**config.mk**
```make
export PLATFORM = sky130hd
export DESIGN_NAME = usb_dpdm_tx
export DESIGN_NICKNAME = d
export VERILOG_FILES = /design/src/rtl/usb_dpdm_tx.sv
export SDC_FILE = /design/constraint.sdc
export NUM_CORES = 1
export LEC_CHECK = 0
export CAP_MARGIN = 25
export CORE_UTILIZATION = 54
export CTS_CLUSTER_DIAMETER = 80
export DETAILED_ROUTE_END_ITERATION = 10
export DONT_BUFFER_PORTS = 1
export GPL_ROUTABILITY_DRIVEN = 0
export PLACE_DENSITY = 0.79
export SLEW_MARGIN = 10
export SYNTH_ARGS = -nofsm -noshare
export SYNTH_HDL_FRONTEND = slang
export SYNTH_SLANG_ARGS = --single-unit
```
**constraint.sdc**
```tcl
create_clock -name clock -period 1.6 [get_ports clock]
set_input_delay 0.32 -clock clock [delete_from_list [all_inputs] [get_ports clock]]
set_output_delay 0.32 -clock clock [all_outputs]
set_load 0.02 [all_outputs]
```
**src/rtl/usb_dpdm_tx.sv**
```systemverilog
// USB bus-side transmit encoder: SYNC prefix, NRZI data to J/K on dp/dm, SE0/J EOP.
// Optional USB_DPDM_TX_ABORT_EN adds an abort input that replaces the rest of the packet with 8 J symbols.
module usb_dpdm_tx #(
  parameter int SYNC_LEN    = 8,
  parameter int EOP_SE0_LEN = 2,
  parameter int LOW_SPEED   = 0
) (
  input  logic clock,
  input  logic reset,
  input  logic in_bit,
  input  logic nrzi_sending,
`ifdef USB_DPDM_TX_ABORT_EN
  input  logic abort,
`endif
  output logic dp,
  output logic dm,
  output logic oe,
  output logic busy,
  output logic out_done
);

  localparam int CW = $clog2(SYNC_LEN + 16);

  // SYNC is K,J pairs ending in K,K; sent LSB first so bit i of this word goes out i-th.
  function automatic logic [SYNC_LEN-1:0] sync_pattern();
    logic [SYNC_LEN-1:0] p;
    p = '0;
    for (int i = 0; i < SYNC_LEN - 2; i++) p[i] = i[0];
    return p;
  endfunction

  localparam logic [SYNC_LEN-1:0] SYNC_PAT   = sync_pattern();
  localparam logic [1:0]          SYM_J      = (LOW_SPEED != 0) ? 2'b01 : 2'b10;
  localparam logic [1:0]          SYM_K      = ~SYM_J;
  localparam logic [1:0]          SYM_SE0    = 2'b00;
  localparam logic [CW-1:0]       FLUSH_LAST = CW'(SYNC_LEN - 1);
  localparam logic [CW-1:0]       SE0_LAST   = CW'(EOP_SE0_LEN - 1);
`ifdef USB_DPDM_TX_ABORT_EN
  localparam logic [CW-1:0]       ABORT_LAST = CW'(7);
`endif

  // The state register names what is on the bus during the current cycle.
  typedef enum logic [2:0] {
    IDLE,
    SEND,
    FLUSH,
    EOP_SE0,
    EOP_J
`ifdef USB_DPDM_TX_ABORT_EN
    , ABORT
`endif
  } state_t;

  state_t              state;
  logic [SYNC_LEN-1:0] sr;
  logic [CW-1:0]       cnt;

  always_ff @(posedge clock or posedge reset) begin
    if (reset) begin
      state    <= IDLE;
      sr       <= SYNC_PAT;
      cnt      <= '0;
      dp       <= 1'b0;
      dm       <= 1'b0;
      oe       <= 1'b0;
      busy     <= 1'b0;
      out_done <= 1'b0;
    end else begin
      out_done <= 1'b0;
      case (state)
        IDLE: begin
          cnt <= '0;
          if (nrzi_sending) begin
            state     <= SEND;
            {dp, dm}  <= sr[0] ? SYM_J : SYM_K;
            sr        <= {in_bit, sr[SYNC_LEN-1:1]};
            oe        <= 1'b1;
            busy      <= 1'b1;
          end else begin
            sr        <= SYNC_PAT;
            {dp, dm}  <= SYM_SE0;
            oe        <= 1'b0;
            busy      <= 1'b0;
          end
        end

        SEND: begin
`ifdef USB_DPDM_TX_ABORT_EN
          if (abort) begin
            state    <= ABORT;
            {dp, dm} <= SYM_J;
            sr       <= SYNC_PAT;
            cnt      <= '0;
          end else
`endif
          begin
            {dp, dm} <= sr[0] ? SYM_J : SYM_K;
            if (nrzi_sending) begin
              sr <= {in_bit, sr[SYNC_LEN-1:1]};
            end else begin
              // This edge already drains the first of the SYNC_LEN buffered bits.
              state <= FLUSH;
              sr    <= {1'b1, sr[SYNC_LEN-1:1]};
              cnt   <= '0;
            end
          end
        end

        FLUSH: begin
`ifdef USB_DPDM_TX_ABORT_EN
          if (abort) begin
            state    <= ABORT;
            {dp, dm} <= SYM_J;
            sr       <= SYNC_PAT;
            cnt      <= '0;
          end else
`endif
          if (cnt == FLUSH_LAST) begin
            state    <= EOP_SE0;
            {dp, dm} <= SYM_SE0;
            cnt      <= '0;
          end else begin
            {dp, dm} <= sr[0] ? SYM_J : SYM_K;
            sr       <= {1'b1, sr[SYNC_LEN-1:1]};
            cnt      <= cnt + 1'b1;
          end
        end

        EOP_SE0: begin
          if (cnt == SE0_LAST) begin
            state    <= EOP_J;
            {dp, dm} <= SYM_J;
            out_done <= 1'b1;
            cnt      <= '0;
          end else begin
            {dp, dm} <= SYM_SE0;
            cnt      <= cnt + 1'b1;
          end
        end

        EOP_J: begin
          state    <= IDLE;
          {dp, dm} <= SYM_SE0;
          oe       <= 1'b0;
          busy     <= 1'b0;
          sr       <= SYNC_PAT;
          cnt      <= '0;
        end

`ifdef USB_DPDM_TX_ABORT_EN
        ABORT: begin
          if (cnt == ABORT_LAST) begin
            state    <= EOP_SE0;
            {dp, dm} <= SYM_SE0;
            cnt      <= '0;
          end else begin
            {dp, dm} <= SYM_J;
            cnt      <= cnt + 1'b1;
          end
        end
`endif

        default: begin
          state    <= IDLE;
          {dp, dm} <= SYM_SE0;
          oe       <= 1'b0;
          busy     <= 1'b0;
          cnt      <= '0;
        end
      endcase
    end
  end

endmodule
```
==> out/metrics.yaml <==
die_h_um: 44.38
finalMaxSlewViolations: 0
drive_gt1_share_pct: 22.86
hold_viol: 0
crit_fanout: 6
initial_core_util_pct: 60.83
leakage_uw: 0.0005038
clk_pin_slew_ns: 0.11
post-route-drc-count: 0
rsz0062_at_grt: "yes"
grt_pass1_vias: 675
cpPeakStageDelay_ns: 0.40
cp-start-kind: "flop"
syn_inst: 96
place_hpwl_mm: 1.172
root_buffer: "clkbuf_4"
status: "completed"
antenna_found_initial: 0
setup_ws_ns: 0.007999
path_depth: 5
cts_buffers: 3
yosys.cell_types.count: 32
drt_iter0_drc: 21
syn2layout_area_growth_pct: 16.77
skew_ns: 0.009247
core_um2: 1594
yosysSeqAreaShare_pct: 52.00
critPathSlowestCell: "dfrtp_1"
r2r_slack_ns: 0.008
drtPass1Iterations: 4
dpl_worst_slack_ns: -0.009482
cts_tree: "yes"
rows: 14
fin_crit_ns: 1.592
ctsHtreeMaxLevel: 1
grt_max_degree: 20
drtAntennaViolNets: 0
ir_worst_vdd_mv: 1.033
die_area_um2: 1969
diodes: 0
wl_per_cell_um: 13.69
syn_nets: 102
crit_path_end_kind: "flop"
io_pins: 9
worstPathCellList: "ha_2, and4bb_2, o21ai_4, nand2_1, a2111oi_4"
ys_warn_count: 0
cp_data_required_time_ns: 1.79
timing.critical_path.to: "dm"
slew_headroom_pct: 71.01
max-cap-violations: 0
nets: 112
finalCritPeriodShare_pct: 99.50
wirelength_mm: 1.766
port_buffers: 0
clock_sinks: 20
r2r-end: "dm"
num_vias: 737
power_density_nw_per_um2: 1990
total_power_uw: 2253
ys_ff_latch: 20
setup_viol: 0
grt_pass1_wl_mm: 2.842
clockBufferDepth: 2
r2r-start: "cnt[0]"
grtUsageTotal_pct: 20.17
critical-path-top-delay-family: "compound AO/OA/AOI/OAI gates"
crit_type: "flop to flop"
die_width_um: 44.38
cp-startpoint: "cnt[0]"
fmax_ghz: 0.6281
tightest_slew_ns: 0.4349
clk_latency_ns: 0.30
syn_avg_cell_area_um2: 10.10
whs_path_depth: 2
synth.cell_area_um2: 969.7
grt-ovfl-total: 0
worst_ep_arrival_time_ns: 1.78
crit_buf_inv: 0
hold_path.class: "input pin to flop"
avgViaCountPerCell: 5.713
reg2reg_depth: 5
Yosys cell counts (all sizes together):
cell type / n / area (µm²)
o32a: 2 / 20.02
ha: 2 / 25.02
inv: 5 / 18.77
xor2: 1 / 8.760
nor2: 9 / 33.78
dfrtp: 17 / 425.4
o21ai: 8 / 43.79
and2: 1 / 8.760
a21oi: 8 / 40.04
o221a: 1 / 11.26
and4bb: 1 / 12.51
nand2b: 3 / 18.77
mux2i: 3 / 30.03
or3: 1 / 6.260
clkbuf: 3 / 11.26
a41oi: 1 / 8.760
nand3: 3 / 15.01
a2111oi: 1 / 8.760
nor2b: 1 / 6.260
nand2: 9 / 33.78
a21o: 1 / 7.510
a22o: 1 / 8.760
buf: 3 / 23.77
a32o: 3 / 30.03
o211ai: 1 / 7.510
dfstp: 3 / 78.83
nor3: 2 / 10.01
nand4: 1 / 6.260
a41o: 1 / 10.01
what timing repair did:
item	CTS	global route
pin swaps	0	2
hold buffers	1	0
gates resized for setup	1	6
cloned	0	0
hold endpoints to repair	17	0
buffers inserted	0	1
setup endpoints to repair	1	9
layer usage:
layer  share of wire (%)  track usage, %  vias to the layer above  routed length [µm]
met1                  48           27.11                      346                 853
met3                 4.6           3.673                        7                  82
met5                   0               0                        -                   0
met2                  45           30.59                       28                 796
li1                    -               -                      356                   -
met4                 1.9           11.52                        0                  34
power breakdown:
group          switching [µW]  internal (µW)  total, µW
Combinational             411            428        840
Clock                     153            253        406
Sequential                274            734       1010
Total                     838           1420       2250
stage by stage:
stage / utilization, % / hold WS, ns / instance area (µm²) / setup TNS (ns) / instances
6_report: 71.04 / 0.1303 / 1132 / 0 / 129
5_1_grt: 71.04 / 0.1557 / 1132 / -0.1672 / 129
4_1_cts: 68.92 / 0.1286 / 1099 / 0 / 128
3_5_place_dp: 64.91 / 0.06030 / 1035 / -0.009482 / 123
3_3_place_gp: 64.91 / 0.05942 / 1035 / 0 / 123
2_1_floorplan: - / 0.2816 / 972.2 / 0 / 96
worst min path at each step:
stage	startpoint	end	slack, ns
4_1_cts	nrzi_sending	busy	0.13
5_1_grt	nrzi_sending	busy	0.16
6_report	nrzi_sending	busy	0.13
3_5_place_dp	reset	out_done	0.06
3_3_place_gp	reset	out_done	0.06
2_1_floorplan	reset	busy	0.28
state kept, by name (all words and copies together) (netlist names):
name,count
out_done,1
dm,1
cnt,5
state,3
dp,1
busy,1
sr,8
cell families after synthesis:
kind of cell / after synthesis / synth area share, %
compound gates: 28 / 20.26
xor+xnor: 1 / 0.9034
fa+ha+maj: 2 / 2.580
buf+inv: 11 / 5.548
flops: 20 / 52.00
mux: 3 / 3.097
simple gates: 31 / 15.61
cell type report:
| class | count | area, µm² |
|---|---|---|
| sequential | 20 | 505.5 |
| inverter | 5 | 18.77 |
| clock inverter | 1 | 30.03 |
| timing repair buffer | 11 | 85.08 |
| clock buffer | 3 | 22.52 |
| tap | 24 | 30.03 |
| fill | 114 | 461.7 |
| multi-input combinational | 65 | 440.4 |
cell usage in the layout (no fill, tap or decap):
cell type      count
a2111oi_4          1
a21o_1             1
a21oi_1            8
a22o_1             1
a32o_1             3
a41o_1             1
a41oi_1            1
and2_4             1
and4bb_2           1
buf_4             10
bufinv_16          1
clkbuf_4           3
dfrtp_1           16
dfrtp_2            1
dfstp_2            3
dlygate4sd3_1      1
ha_1               1
ha_2               1
inv_1              5
mux2i_1            3
nand2_1            9
nand2b_1           3
nand3_1            3
nand4_1            1
nor2_1             9
nor2b_1            1
nor3_1             2
o211ai_1           1
o21ai_0            6
o21ai_1            1
o21ai_4            1
o221a_2            1
o32a_1             2
or3_1              1
xor2_1             1
No activity file was read; power rests on OpenSTA's default activity.
